[config.mk]
export PLATFORM = sky130hd
export DESIGN_NAME = seq_detect_ctrl_flat
export DESIGN_NICKNAME = d
export VERILOG_FILES = /design/src/rtl/seq_detect_pkg.sv /design/src/rtl/seq_detect_ctrl_if.sv /design/src/rtl/seq_pattern_matcher.sv /design/src/rtl/seq_detect_ctrl.sv /design/src/flat_wrapper.sv
export SDC_FILE = /design/constraint.sdc
export NUM_CORES = 1
export LEC_CHECK = 0
export CORE_MARGIN = 4
export CORE_UTILIZATION = 35
export CTS_CLUSTER_SIZE = 16
export DETAILED_ROUTE_END_ITERATION = 8
export SYNTH_ARGS = -nofsm -noshare
export SYNTH_HDL_FRONTEND = slang
export SYNTH_SLANG_ARGS = --single-unit
[constraint.sdc]
create_clock -name CLK -period 3.1 [get_ports CLK]
set_input_delay 0.62 -clock CLK [delete_from_list [all_inputs] [get_ports CLK]]
set_output_delay 0.62 -clock CLK [all_outputs]
set_load 0.05 [all_outputs]
[src/rtl/seq_detect_pkg.sv]
// seq_detect_pkg: shared constants for the serial sequence-detector run controller.
// Latency: n/a (constants only).
// Backpressure: n/a.
package seq_detect_pkg;

  localparam int PW_DEF = 8;                  // default maximum pattern length
  localparam int CW_DEF = 8;                  // default target / counter width
  localparam int LW_DEF = $clog2(PW_DEF) + 1; // default CFG_LEN width

  // Run-controller states.
  localparam logic [1:0] ST_IDLE  = 2'd0;
  localparam logic [1:0] ST_ARMED = 2'd1;
  localparam logic [1:0] ST_DONE  = 2'd2;

endpackage

[src/rtl/seq_detect_ctrl_if.sv]
// seq_detect_ctrl_if: configuration offer bundle (pattern, len, target, overlap).
// Latency: n/a (wires only).
// Backpressure: valid/ready; the slave drops CFG_READY while a run is armed.
// Ports: master drives CFG_VALID/CFG_PATTERN/CFG_LEN/CFG_TARGET/CFG_OVERLAP, slave drives CFG_READY.
interface seq_detect_ctrl_if
  import seq_detect_pkg::*;
#(
  parameter int PW = PW_DEF,
  parameter int CW = CW_DEF
);
  localparam int LW = $clog2(PW) + 1;

  logic          CFG_VALID;
  logic          CFG_READY;
  logic [PW-1:0] CFG_PATTERN;
  logic [LW-1:0] CFG_LEN;
  logic [CW-1:0] CFG_TARGET;
  logic          CFG_OVERLAP;

  modport master (
    output CFG_VALID, CFG_PATTERN, CFG_LEN, CFG_TARGET, CFG_OVERLAP,
    input  CFG_READY
  );

  modport slave (
    input  CFG_VALID, CFG_PATTERN, CFG_LEN, CFG_TARGET, CFG_OVERLAP,
    output CFG_READY
  );

endinterface

[src/rtl/seq_pattern_matcher.sv]
// seq_pattern_matcher: bit history shift register, fill counter and masked pattern compare.
// Latency: match is combinational on the current shift beat.
// Backpressure: none; shifts only when shift_en is high.
// Ports: clk/rst, shift_en + bit_i (serial beat), clear (arm), len/pattern/overlap (config), match (out).
module seq_pattern_matcher #(
  parameter int PW = 8,
  parameter int LW = $clog2(PW) + 1
) (
  input  logic          clk,
  input  logic          rst,
  input  logic          shift_en,
  input  logic          clear,
  input  logic          bit_i,
  input  logic [LW-1:0] len,
  input  logic [PW-1:0] pattern,
  input  logic          overlap,
  output logic          match
);

  logic [PW-1:0] hist_q, hist_d;
  logic [LW-1:0] fill_q, fill_d;
  logic [LW-1:0] fill_sat;
  logic [LW:0]   fill_inc;
  logic [PW-1:0] mask;

  always_comb begin
    hist_d   = {hist_q[PW-2:0], bit_i};
    // Shifting all-ones left by len leaves ones above the pattern; invert for the low-len mask.
    mask     = ~({PW{1'b1}} << len);
    fill_inc = {1'b0, fill_q} + (LW+1)'(1);
    fill_sat = (fill_inc >= {1'b0, len}) ? len : fill_inc[LW-1:0];
    // fill counts bits that may belong to the next match; it gates stale history after arm/non-overlap hit.
    match    = shift_en && (fill_inc >= {1'b0, len}) && ((hist_d & mask) == (pattern & mask));
    fill_d   = fill_q;
    if (shift_en) begin
      fill_d = (match && !overlap) ? '0 : fill_sat;
    end
  end

  always_ff @(posedge clk) begin
    if (rst || clear) begin
      hist_q <= '0;
      fill_q <= '0;
    end else if (shift_en) begin
      hist_q <= hist_d;
      fill_q <= fill_d;
    end
  end

endmodule

[src/rtl/seq_detect_ctrl.sv]
// seq_detect_ctrl: run controller for a programmable serial-bit Mealy sequence detector.
// Latency: START to BUSY 1 cycle; match-completing bit to Y 1 cycle.
// Backpressure: CFG_READY low while ARMED; serial bits have no backpressure.
// Ports: CLK/RST, cfg (config valid/ready bundle), START/ABORT commands, I/I_VALID serial input,
//        Y match pulse, MATCH_CNT, BUSY (armed), DONE (target reached).
module seq_detect_ctrl
  import seq_detect_pkg::*;
#(
  parameter int PW = PW_DEF,
  parameter int CW = CW_DEF
) (
  input  logic          CLK,
  input  logic          RST,
  seq_detect_ctrl_if.slave cfg,
  input  logic          START,
  input  logic          ABORT,
  input  logic          I,
  input  logic          I_VALID,
  output logic          Y,
  output logic [CW-1:0] MATCH_CNT,
  output logic          BUSY,
  output logic          DONE
);

  localparam int LW = $clog2(PW) + 1;

  logic [1:0]    state_q, state_d;
  logic          loaded_q, loaded_d;
  logic [PW-1:0] pat_q, pat_d;
  logic [LW-1:0] len_q, len_d;
  logic [CW-1:0] tgt_q, tgt_d;
  logic          ovl_q, ovl_d;
  logic [CW-1:0] cnt_q, cnt_d;
  logic          y_q, y_d;

  logic          cfg_ready;
  logic          cfg_accept;
  logic          cfg_legal;
  logic          arm;
  logic          shift_en;
  logic          match;
  logic [CW:0]   cnt_inc;

  assign cfg_ready  = (state_q != ST_ARMED);
  assign cfg_accept = cfg.CFG_VALID && cfg_ready;
  assign cfg_legal  = (cfg.CFG_LEN != '0) && (cfg.CFG_LEN <= LW'(PW));
  // ABORT suppresses the beat so an aborted match neither pulses nor counts.
  assign shift_en   = (state_q == ST_ARMED) && I_VALID && !ABORT;
  assign cnt_inc    = {1'b0, cnt_q} + (CW+1)'(1);

  seq_pattern_matcher #(.PW(PW), .LW(LW)) u_matcher (
    .clk      (CLK),
    .rst      (RST),
    .shift_en (shift_en),
    .clear    (arm),
    .bit_i    (I),
    .len      (len_q),
    .pattern  (pat_q),
    .overlap  (ovl_q),
    .match    (match)
  );

  always_comb begin
    state_d  = state_q;
    loaded_d = loaded_q;
    pat_d    = pat_q;
    len_d    = len_q;
    tgt_d    = tgt_q;
    ovl_d    = ovl_q;
    cnt_d    = cnt_q;
    y_d      = 1'b0;
    arm      = 1'b0;

    // An illegal length still completes the handshake but leaves nothing armable.
    if (cfg_accept) begin
      if (cfg_legal) begin
        pat_d    = cfg.CFG_PATTERN;
        len_d    = cfg.CFG_LEN;
        tgt_d    = cfg.CFG_TARGET;
        ovl_d    = cfg.CFG_OVERLAP;
        loaded_d = 1'b1;
      end else begin
        loaded_d = 1'b0;
      end
    end

    case (state_q)
      ST_ARMED: begin
        if (ABORT) begin
          state_d = ST_IDLE;
        end else if (match) begin
          y_d = 1'b1;
          if (cnt_q != {CW{1'b1}}) begin
            cnt_d = cnt_inc[CW-1:0];
          end
          if ((tgt_q != '0) && (cnt_inc == {1'b0, tgt_q})) begin
            state_d = ST_DONE;
          end
        end
      end
      default: begin
        // loaded_d lets a START in the accept cycle use the freshly latched config.
        if (START && loaded_d && !ABORT) begin
          arm     = 1'b1;
          state_d = ST_ARMED;
          cnt_d   = '0;
        end
      end
    endcase
  end

  always_ff @(posedge CLK) begin
    if (RST) begin
      state_q  <= ST_IDLE;
      loaded_q <= 1'b0;
      pat_q    <= '0;
      len_q    <= '0;
      tgt_q    <= '0;
      ovl_q    <= 1'b0;
      cnt_q    <= '0;
      y_q      <= 1'b0;
    end else begin
      state_q  <= state_d;
      loaded_q <= loaded_d;
      pat_q    <= pat_d;
      len_q    <= len_d;
      tgt_q    <= tgt_d;
      ovl_q    <= ovl_d;
      cnt_q    <= cnt_d;
      y_q      <= y_d;
    end
  end

  assign Y             = y_q;
  assign MATCH_CNT     = cnt_q;
  assign BUSY          = (state_q == ST_ARMED);
  assign DONE          = (state_q == ST_DONE);
  assign cfg.CFG_READY = cfg_ready;

endmodule

[src/flat_wrapper.sv]
// flat-port wrapper written by rule: the top's interface ports become plain ports
module seq_detect_ctrl_flat import seq_detect_pkg::*;
#(
  parameter int PW = PW_DEF,
  parameter int CW = CW_DEF
)
  (CLK, RST, START, ABORT, I, I_VALID, Y, MATCH_CNT, BUSY, DONE, cfg_CFG_VALID, cfg_CFG_PATTERN, cfg_CFG_LEN, cfg_CFG_TARGET, cfg_CFG_OVERLAP, cfg_CFG_READY);
  seq_detect_ctrl_if #(.PW(PW), .CW(CW)) cfg_i ();
  input  logic CLK;
  input  logic RST;
  input  logic START;
  input  logic ABORT;
  input  logic I;
  input  logic I_VALID;
  output logic Y;
  output logic [CW-1:0] MATCH_CNT;
  output logic BUSY;
  output logic DONE;
  input wire logic [$bits(cfg_i.CFG_VALID)-1:0] cfg_CFG_VALID;
  input wire logic [$bits(cfg_i.CFG_PATTERN)-1:0] cfg_CFG_PATTERN;
  input wire logic [$bits(cfg_i.CFG_LEN)-1:0] cfg_CFG_LEN;
  input wire logic [$bits(cfg_i.CFG_TARGET)-1:0] cfg_CFG_TARGET;
  input wire logic [$bits(cfg_i.CFG_OVERLAP)-1:0] cfg_CFG_OVERLAP;
  output wire logic [$bits(cfg_i.CFG_READY)-1:0] cfg_CFG_READY;
  assign cfg_i.CFG_VALID = cfg_CFG_VALID;
  assign cfg_i.CFG_PATTERN = cfg_CFG_PATTERN;
  assign cfg_i.CFG_LEN = cfg_CFG_LEN;
  assign cfg_i.CFG_TARGET = cfg_CFG_TARGET;
  assign cfg_i.CFG_OVERLAP = cfg_CFG_OVERLAP;
  assign cfg_CFG_READY = cfg_i.CFG_READY;
  seq_detect_ctrl #(.PW(PW), .CW(CW)) u_core (.CLK(CLK), .RST(RST), .cfg(cfg_i), .START(START), .ABORT(ABORT), .I(I), .I_VALID(I_VALID), .Y(Y), .MATCH_CNT(MATCH_CNT), .BUSY(BUSY), .DONE(DONE));
endmodule
==> impl_results.md, run 1 <==
* Status: complete, no violations
* Placeable Area at between 0.006 and 0.007 sq mm
* Cts bufs inserted at 5
* Post-synthesis sequential area ratio at 0.361
* Gate power share at 0.147
* Largest net degree at the start of global routing at 28
* Worst Path Max Fanout at 11
* Hold Path Stages at 2
* P&R area growth vs syn at 26.0%
* RSZ-0062 raised after global routing: no
* Seq cells post-synth at 44
* DR DRC count at 0
* R2r worst-path depth at 9
* # diodes at 0
* Max Cap Violations at 0
* CTS tree: built
* Worst IR Drop VDD at approximately 0.00021 V
* Final setup vio count at 0
* Sw Share at 0.240
* Setup TNS at 0 ns
* Clock Latency Late Sink at 0.30 ns
* Post-cts repair resize count at 0
* RR Startpoint: u_core.u_matcher.fill_q[0]
* Cell count after synthesis at ~280
* Mapped Area at about 0.0024 sq mm
* Initial antenna violation count at 0
* Commonest cells after routing, fill and taps aside: dfxtp_1, clkdlybuf4s50_1, nor2_1
* Final hold vios at 0
* Via-to-Cell Ratio at around 5.1
* Vias post-DR at between 2,000 and 2,500
* Fin crit share at 0.824
* Clock root cell: clkbuf_8
* Initial core utilization at 0.359
* Full die area at ~0.0084 sq mm
* Width of the die at 91.5 microns
* Min-Delay Startpoint: u_core.loaded_q
* H-tree depth at 2
* Worst reg-to-reg setup slack at 0.55 ns
* Final min period at approximately 2.6 ns
* P per Cell Area at about 410 mW/mm^2
* Switching pwr at 0.000304 W
* HPWL Detailed at approximately 4300 microns
* Power, Total at 0.00127 W
* Worst Hold Class: flop to flop
* R2r endpoint: u_core.MATCH_CNT[3]
* Slew Limit Fails at 0
* Worst Setup End Kind: flop
* I/O pin cnt at 40
* Fmax achieved at ~0.39 GHz
* Most common cell after layout, fill and taps aside: dfxtp_1
* CTS Buffer Depth at 2
* FFs w/ async S/R, synth at 0
* Layout cells sized above 1 at 0.0938
* Critical Path Source Type: flop
* Clk pwr share at 0.378
* Leakage at about 1.2 nW
* Crit Path Class: flop to flop
* Row count at 30
* First-pass GRT wire length at ~9700 microns
* Vias in the first global route at ~2,000
* Total GRT Usage at 0.141
* Ys flop type: dfxtp_1
* Sequential share of power at 0.475
* Fillers at a little under 700
* Worst hold path endpoint: u_core.loaded_q
* Syn_nets at 310
* Routed Antenna Nets at 0
* CP arrival at about 2.8 ns
* P_int at 0.000963 W
* PortBufs at 39
* Clock edge transition at the registers on the reported setup and hold paths at approximately 0.080 ns
* Ys Warns at 0
* Req. time, crit path at ~3.3 ns
* Total wire length at 5650 microns
* Slew margin rel. at 0.580
* # nets final at about 350
* Drt first pass iters at 4
* Slew @ Worst Pin at between 0.6 and 0.7 ns
* Netlist cell types at between 50 and 60
* Post-synth EDFFs at 0
* Clock sinks at between 40 and 50
* Avg Cell Area, Syn at 8.84 sq um
* GRT overflow at 0
* Layout Skew at 0.00568 ns
* Final Wtd Congestion at 0.854
* DR WL/cell at about 14 microns
* Hold buffers post-CTS at 0
* Iter 0 DRT Violations at 88
* Die height at ~90 microns
* Setup Fix Bufs, Post-CTS at 0
## per-layer routing
metal  GRT usage  share of wire  routed length [microns]  vias up
li1            -              -                        -     1070
met1       0.202           0.50                     2820      978
met2       0.209           0.43                     2410       60
met3      0.0340          0.060                      341        7
met5           0              0                        0        -
met4      0.0415          0.013                       76        0
## state kept, by name (all words and copies together) (netlist names), 2 cells and up
name	flops
u_core.state_q	2
u_core.tgt_q	8
u_core.u_matcher.fill_q	4
u_core.len_q	4
u_core.u_matcher.hist_q	7
u_core.pat_q	8
u_core.MATCH_CNT	8
## power by group through the flow
stage / registers [W] / clock network, W / logic, W
5_1_grt: 0.000605 / 0.000517 / 0.000205
2_1_floorplan: 0.000609 / 0 / 0.000122
3_5_place_dp: 0.000615 / 0 / 0.000186
3_3_place_gp: 0.000615 / 0 / 0.000186
6_report: 0.000602 / 0.000478 / 0.000186
4_1_cts: 0.000602 / 0.000494 / 0.000188
## synthesized netlist by cell type, drive strengths merged (5+ instances only)
cell   count  area, sq um
dfxtp     44          881
buf        5         33.8
ha         6         75.1
nand2     28          105
nand3     13         75.1
and3       5         31.3
nor3       5         30.0
a21oi     19         98.9
xnor2     16          148
inv        9         33.8
nor2      35          134
o21ai      6         33.8
mux2i     23          230
## worst max path at each step
stage | startpoint | to | cells past startpoint
3_3_place_gp | ABORT | u_core.MATCH_CNT[3] | 7
3_5_place_dp | ABORT | u_core.MATCH_CNT[3] | 7
5_1_grt | u_core.u_matcher.fill_q[0] | u_core.MATCH_CNT[3] | 9
6_report | u_core.u_matcher.fill_q[0] | u_core.MATCH_CNT[3] | 9
2_1_floorplan | u_core.MATCH_CNT[0] | u_core.state_q[0] | 6
4_1_cts | u_core.u_matcher.fill_q[0] | u_core.MATCH_CNT[3] | 9
## cell type report
cell class / count / area (sq um) / share of cell area
Multi-Input combinational cell: 214 / 1480 / 0.480
Sequential cell: 44 / 881 / 0.287
Timing Repair Buffer: 45 / 435 / 0.142
Tap cell: 96 / 120 / 0.0391
Clock buffer: 7 / 96.3 / 0.0314
Inverter: 9 / 33.8 / 0.0110
Clock inverter: 1 / 30.0 / 0.00978
## stage by stage
stage                     instances  utilization  hold slack, ns  area (sq um)  setup slack (ns)
after floorplan                 276            -           0.432          2440             0.862
after global routing            416        0.452           0.468          3070             0.325
after global placement          408        0.434           0.442          2950             0.361
after CTS                       416        0.452           0.454          3070             0.541
after detailed placement        408        0.434           0.444          2950             0.346
final                           416        0.452           0.456          3070             0.546
## cells by family after synthesis
logic type	count (synthesis)	share of synthesized area
XOR/XNOR	20	0.0749
AO/OA/AOI/OAI	56	0.179
AND/OR/NAND/NOR	108	0.220
multiplexers	24	0.101
flip-flops	44	0.361
adder cells (fa/ha/maj)	6	0.0308
buffers and inverters	18	0.0339
## worst max-delay path, stage by stage, from the launching register on
cell and delay (ns):
dfxtp_1 0.41, ha_1 0.21, xor2_1 0.21, ha_1 0.24, o21a_1 0.14, nor2_1 0.05, o21ai_2 0.33, nand3_2 0.29
or4_1 0.53, nand3_1 0.09
(Power assumes the default switching activity.)
==> run 2: changes to the inputs <==
==> constraint.sdc (replaced) <==
create_clock -name CLK -period 2.32 [get_ports CLK]
set_input_delay 0.464 -clock CLK [delete_from_list [all_inputs] [get_ports CLK]]
set_output_delay 0.464 -clock CLK [all_outputs]
set_load 0.05 [all_outputs]
==> run 2 against run 1 <==
Setup slack got worse by 0.47 ns; sequential cell count unchanged; utilization grew 2.5 points; register-to-register slack lost 0.47 ns; count of clock-buffer cells in the layout fell by 2; critical endpoint unchanged; highest routed layer unchanged; cell count up 4.6%; largest cell class unchanged; worst hold slack better by 0.0082 ns.
==> impl_results.md, run 2 (synthesis gave the netlist of run 1 again) <==
* Hold buffers post-CTS at 0 (unchanged)
* Die height at 91.5 microns (unchanged)
* R2r worst-path depth at 9 (unchanged)
* Layout cells sized above 1 at 0.162 (was 0.0938)
* I/O pin cnt at 40 (unchanged)
* Worst reg-to-reg setup slack at 0.07 ns (was 0.55 ns)
* Vias post-DR at 2,141 (was 2,115)
* RR Startpoint: u_core.u_matcher.fill_q[0] (unchanged)
* CP arrival at 2.48 ns (was 2.80 ns)
* H-tree depth at 2 (unchanged)
* P per Cell Area at 514 mW/mm^2 (was 412 mW/mm^2)
* First-pass GRT wire length at 9740 microns (was 9700 microns)
* Worst Hold Class: flop to flop (unchanged)
* Via-to-Cell Ratio at 4.92 (was 5.08)
* Hold Path Stages at 2 (unchanged)
* DR WL/cell at 13.4 microns (was 13.6 microns)
* Fmax achieved at 0.445 GHz (was 0.392 GHz)
* Worst Setup End Kind: flop (unchanged)
* Req. time, crit path at 2.56 ns (was 3.34 ns)
* Crit path largest cell delay at 0.50 ns (was 0.53 ns)
* Crit. Startpoint: u_core.u_matcher.fill_q[0] (unchanged)
* R2r endpoint: u_core.MATCH_CNT[3] (unchanged)
* Clock Latency Late Sink at 0.29 ns (was 0.30 ns)
* Post-placement cell area at 0.00309 sq mm (was 0.00295 sq mm)
* Final setup vio count at 0 (unchanged)
* CTS tree: built (unchanged)
* Clock sinks at 44 (unchanged)
* Power, Total at 0.00167 W (was 0.00127 W)
* Status: complete, no violations (unchanged)
* Multi-input gate area at 0.00150 sq mm (was 0.00148 sq mm)
* Slew @ Worst Pin at 0.496 ns (was 0.628 ns)
* Final Wtd Congestion at 0.845 (was 0.854)
* Largest net degree at the start of global routing at 23 (was 28)
* P&R area growth vs syn at 32.9% (was 26.0%)
* Cts bufs inserted at 5 (unchanged)
* Final hold vios at 0 (unchanged)
* CP Cell Sequence: ha_1 > xor2_1 > ha_2 > o21a_1 > nor2_2 > o21ai_2 > nand3_2 > or4_1 > nand3_1 (was ha_1 > xor2_1 > ha_1 > o21a_1 > nor2_1 > o21ai_2 > nand3_2 > or4_1 > nand3_1)
* Initial antenna violation count at 0 (unchanged)
* Row count at 30 (unchanged)
* Worst IR Drop VDD at 0.000225 V (was 0.000211 V)
* PortBufs at 39 (unchanged)
* Hold slack final at 0.464 ns (was 0.456 ns)
* Delay-heaviest family, CP: simple AND/OR/NAND/NOR gates (unchanged)
* Critical Path Source Type: flop (unchanged)
* Drt first pass iters at 4 (unchanged)
* Crit path buf inv count at 0 (unchanged)
* Clock edge transition at the registers on the reported setup and hold paths at 0.09 ns (was 0.08 ns)
* RSZ-0062 raised after global routing: yes (was no)
* Post-Place Cells at 425 (was 408)
* DR DRC count at 0 (unchanged)
* Final min period at 2.25 ns (was 2.55 ns)
* Full die area at 0.00837 sq mm (unchanged)
* CP Capture Point: u_core.MATCH_CNT[3] (unchanged)
* Placeable Area at 0.00679 sq mm (unchanged)
* HPWL Detailed at 4530 microns (was 4330 microns)
* Most common cell after layout, fill and taps aside: dfxtp_1 (unchanged)
* Min-Delay Startpoint: u_core.loaded_q (unchanged)
* Total wire length at 5840 microns (was 5650 microns)
* Vias in the first global route at 2,028 (was 1,957)
* WP depth at 9 (unchanged)
* Max Cap Violations at 0 (unchanged)
* Initial core utilization at 0.359 (unchanged)
* # nets final at 372 (was 353)
* Final cell count without fillers at 435 (was 416)
* Slew Limit Fails at 0 (unchanged)
* FF/Latch Area at 882 sq um (was 881 sq um)
* Commonest cells after routing, fill and taps aside: dfxtp_1, clkdlybuf4s50_1, nor2_1 (unchanged)
* Leakage at 1.30 nW (was 1.21 nW)
* Fillers at 680 (was 688)
* Fin crit share at 0.968 (was 0.824)
* Clock root cell: clkbuf_8 (unchanged)
* Slew margin rel. at 0.668 (was 0.580)
* # diodes at 0 (unchanged)
* Crit Path Class: flop to flop (unchanged)
* Final non-filler cell area at 0.00324 sq mm (was 0.00307 sq mm)
* CTS Buffer Depth at 2 (unchanged)
* Routed Antenna Nets at 0 (unchanged)
* Worst Path Max Fanout at 5 (was 11)
* CP max-delay cell: or4_1 (unchanged)
* Layout Skew at 0.00525 ns (was 0.00568 ns)
* Total GRT Usage at 0.143 (was 0.141)
* Width of the die at 91.5 microns (unchanged)
* GRT overflow at 0 (unchanged)
* Setup TNS at 0 ns (unchanged)
* Iter 0 DRT Violations at 64 (was 88)
[run 2: worst reg2reg max path: stages (launching register included)]
cell and delay, ns:
dfxtp_2 0.35, ha_1 0.22, xor2_1 0.16, ha_2 0.32, o21a_1 0.12, nor2_2 0.05
o21ai_2 0.22, nand3_2 0.15, or4_1 0.50, nand3_1 0.10
[run 2: where the power goes]
part           switching (W)  internal, W
registers          0.0000222     0.000778
logic               0.000129     0.000145
clock network       0.000273     0.000319
total               0.000424      0.00124
[run 2: metal layers]
metal,part of all wire,up-vias,GRT usage
met5,0,-,0
met4,0.010,0,0.0377
met3,0.041,6,0.0298
met2,0.43,44,0.222
met1,0.52,987,0.200
li1,-,1104,-
[run 2: worst min path at each step]
stage | endpoint | slack, ns
floorplan | u_core.loaded_q | 0.43
global placement | u_core.loaded_q | 0.45
detailed placement | u_core.loaded_q | 0.46
finish | u_core.loaded_q | 0.46
global route | u_core.u_matcher.hist_q[6] | 0.50
CTS | u_core.loaded_q | 0.47
[run 2: area by class of cell]
class / count / share of cell area
Clock buffer: 5 / 0.0212
Clock inverter: 3 / 0.0131
Inverter: 9 / 0.0104
Multi-Input combinational cell: 214 / 0.463
Sequential cell: 44 / 0.272
Tap cell: 96 / 0.0371
Timing Repair Buffer: 64 / 0.183
[run 2: repair_timing]
| item | CTS | global route |
|---|---|---|
| buffers inserted | 0 | 2 |
| pin swaps | 0 | 4 |
| setup endpoints to repair | 3 | 7 |
| resized for setup | 2 | 5 |
[run 2: metrics by stage]
stage / utilization / setup slack, ns
2_1_floorplan: - / 0.0815
3_3_place_gp: 0.454 / -0.0590
3_5_place_dp: 0.454 / -0.0885
4_1_cts: 0.471 / 0.0182
5_1_grt: 0.477 / -0.0498
6_report: 0.477 / 0.0736
==> run 3: changes to the inputs <==
--- a/config.mk
+++ b/config.mk
@@ -9,6 +9,7 @@
 export CORE_UTILIZATION = 35
 export CTS_CLUSTER_SIZE = 16
 export DETAILED_ROUTE_END_ITERATION = 8
+export GPL_ROUTABILITY_DRIVEN = 0
 export SYNTH_ARGS = -nofsm -noshare
 export SYNTH_HDL_FRONTEND = slang
 export SYNTH_SLANG_ARGS = --single-unit
==> constraint.sdc (replaced) <==
create_clock -name CLK -period 1.9 [get_ports CLK]
set_input_delay 0.38 -clock CLK [delete_from_list [all_inputs] [get_ports CLK]]
set_output_delay 0.38 -clock CLK [all_outputs]
set_load 0.05 [all_outputs]
==> run 3 against run 2 <==
The flow now finishes with violations (negative setup slack); sequential share of layout area shrank 2.6 points; cell count grew 7.6%; non-clock buffer count grew 33; critical path depth is the same; critical endpoint unchanged; highest routed layer unchanged.
==> impl_results.md, run 3 (synthesis gave the netlist of run 1 again) <==
* Placeable Area at 0.00679 sq mm (unchanged)
* P&R area growth vs syn at 48.9% (was 32.9%)
* Largest net degree at the start of global routing at 24 (was 23)
* Switching pwr at 0.000536 W (was 0.000424 W)
* PortBufs at 39 (unchanged)
* Slew Limit Fails at 0 (unchanged)
* Gate power share at 0.205 (was 0.164)
* Full die area at 0.00837 sq mm (unchanged)
* Fmax achieved at 0.469 GHz (was 0.445 GHz)
* R2r worst-path depth at 9 (unchanged)
* Max Cap Violations at 0 (unchanged)
* Drt first pass iters at 4 (unchanged)
* Final hold vios at 0 (unchanged)
* Worst reg-to-reg setup slack at -0.23 ns (was 0.07 ns)
* Worst Hold Class: input pin to flop (was flop to flop)
* Vias in the first global route at 2,147 (was 2,028)
* Sw Share at 0.268 (was 0.255)
* FF/Latch Area at 896 sq um (was 882 sq um)
* Initial core utilization at 0.359 (unchanged)
* Worst setup margin at -0.232 ns (was 0.0736 ns)
* Total wire length at 6420 microns (was 5840 microns)
* Crit Path Class: flop to flop (unchanged)
* Layout Skew at 0.00687 ns (was 0.00525 ns)
* Status: finished, violations left (was complete, no violations)
* Power, Total at 0.00200 W (was 0.00167 W)
* DR DRC count at 0 (unchanged)
* Vias post-DR at 2,266 (was 2,141)
* Worst Path Max Fanout at 8 (was 5)
* Req. time, crit path at 2.15 ns (was 2.56 ns)
* Leakage at 1.55 nW (was 1.30 nW)
* Initial antenna violation count at 0 (unchanged)
* P_int at 0.00147 W (was 0.00124 W)
* Fillers at 658 (was 680)
* Post-Route Utilization at 0.535 (was 0.477)
* GRT overflow at 0 (unchanged)
* H-tree depth at 2 (unchanged)
* First-pass GRT wire length at 10,400 microns (was 9740 microns)
* Clock edge transition at the registers on the reported setup and hold paths at 0.08 ns (was 0.09 ns)
* Routed Antenna Nets at 0 (unchanged)
* Most common cell after layout, fill and taps aside: buf_4 (was dfxtp_1)
* RSZ-0062 raised after global routing: yes (unchanged)
* Layout cells sized above 1 at 0.312 (was 0.162)
* CTS tree: built (unchanged)
* Final non-filler cell area at 0.00363 sq mm (was 0.00324 sq mm)
* Sequential share of power at 0.487 (was 0.480)
* Cts bufs inserted at 5 (unchanged)
* HPWL Detailed at 4990 microns (was 4530 microns)
* Die height at 91.5 microns (unchanged)
* Final min period at 2.13 ns (was 2.25 ns)
* Commonest cells after routing, fill and taps aside: buf_4, dfxtp_1, nor2_1 (was dfxtp_1, clkdlybuf4s50_1, nor2_1)
* Multi-input gate area at 0.00159 sq mm (was 0.00150 sq mm)
* CTS Buffer Depth at 2 (unchanged)
* Worst Setup End Kind: flop (unchanged)
* CP arrival at 2.38 ns (was 2.48 ns)
* Critical Path Source Type: flop (unchanged)
* Width of the die at 91.5 microns (unchanged)
* Slew margin rel. at 0.667 (was 0.668)
* I/O pin cnt at 40 (unchanged)
* Worst IR Drop VDD at 0.000289 V (was 0.000225 V)
* Failing checks: negative setup slack
* Dpl ws at -0.307 ns (was -0.0885 ns)
* DR WL/cell at 13.7 microns (was 13.4 microns)
* Clock Latency Late Sink at 0.30 ns (was 0.29 ns)
* Final setup vio count at 14 (was 0)
* P per Cell Area at 551 mW/mm^2 (was 514 mW/mm^2)
* CP Cell Sequence: ha_4 > xor2_2 > ha_2 > o21a_1 > nor2_2 > o21ai_4 > nand3_4 > or4_4 > nand3_1 (was ha_1 > xor2_1 > ha_2 > o21a_1 > nor2_2 > o21ai_2 > nand3_2 > or4_1 > nand3_1)
* Crit path largest cell delay at 0.45 ns (was 0.50 ns)
* CP max-delay cell: or4_4 (was or4_1)
* Clk pwr share at 0.308 (was 0.355)
* # diodes at 0 (unchanged)
* Iter 0 DRT Violations at 109 (was 64)
* Row count at 30 (unchanged)
* Slew @ Worst Pin at 0.498 ns (was 0.496 ns)
* Total GRT Usage at 0.154 (was 0.143)
* Clock root cell: clkbuf_8 (unchanged)
* # nets final at 405 (was 372)
* Via-to-Cell Ratio at 4.84 (was 4.92)
* Fin crit share at 1.12 (was 0.968)
* Post-placement cell area at 0.00341 sq mm (was 0.00309 sq mm)
* Hold Path Stages at 3 (was 2)
* Clock sinks at 44 (unchanged)
* Hold slack final at 0.395 ns (was 0.464 ns)
[run 3: power groups by stage]
stage               Combinational (W)  Clock [W]  Sequential [W]
detailed placement           0.000385          0        0.000997
CTS                          0.000391   0.000632        0.000975
global placement             0.000383          0        0.000996
global route                 0.000448   0.000667        0.000980
floorplan                    0.000213          0        0.000991
finish                       0.000410   0.000617        0.000975
[run 3: critical path: cells and delay by family (launching register included)]
kind,cells,cell delay [ns]
DFF,1,0.36
AOI/OAI and AO/OA,2,0.35
xor gates and xnor gates,1,0.15
and+or+nand+nor,4,0.75
adders and majority gates,2,0.47
[run 3: layout make-up]
class / instances / area share
clock inverter: 2 / 0.00276
tap: 96 / 0.0331
sequential: 44 / 0.247
clock buffer: 6 / 0.0227
multi-input combinational: 214 / 0.436
inverter: 9 / 0.0103
timing repair buffer: 97 / 0.248
[run 3: worst paths after layout]
| check | end | start |
|---|---|---|
| worst max-delay path | u_core.MATCH_CNT[3] | u_core.u_matcher.fill_q[0] |
| worst min-delay path | u_core.len_q[2] | cfg_CFG_LEN[2] |
| worst max register to register | u_core.MATCH_CNT[3] | u_core.u_matcher.fill_q[0] |
| worst min register to register | u_core.loaded_q | u_core.loaded_q |
[run 3: per-stage QoR]
stage	TNS, ns	instances
global route	-4.03	468
global placement	-10.11	455
floorplan	-1.67	276
detailed placement	-9.13	455
CTS	-2.61	465
finish	-2.41	468
[run 3: repair_timing]
action	in CTS	in global routing
pin swaps	9	3
resized for setup	6	11
endpoints found under the setup margin	14	43
gates cloned	0	1
hold buffers	0	0
buffers inserted	2	2
[run 3: layer usage]
metal / vias to the layer above / GRT usage / part of all wire
li1: 1174 / - / -
met1: 1039 / 0.218 / 0.50
met2: 47 / 0.233 / 0.44
met3: 6 / 0.0323 / 0.048
met4: 0 / 0.0490 / 0.013
met5: - / 0 / 0
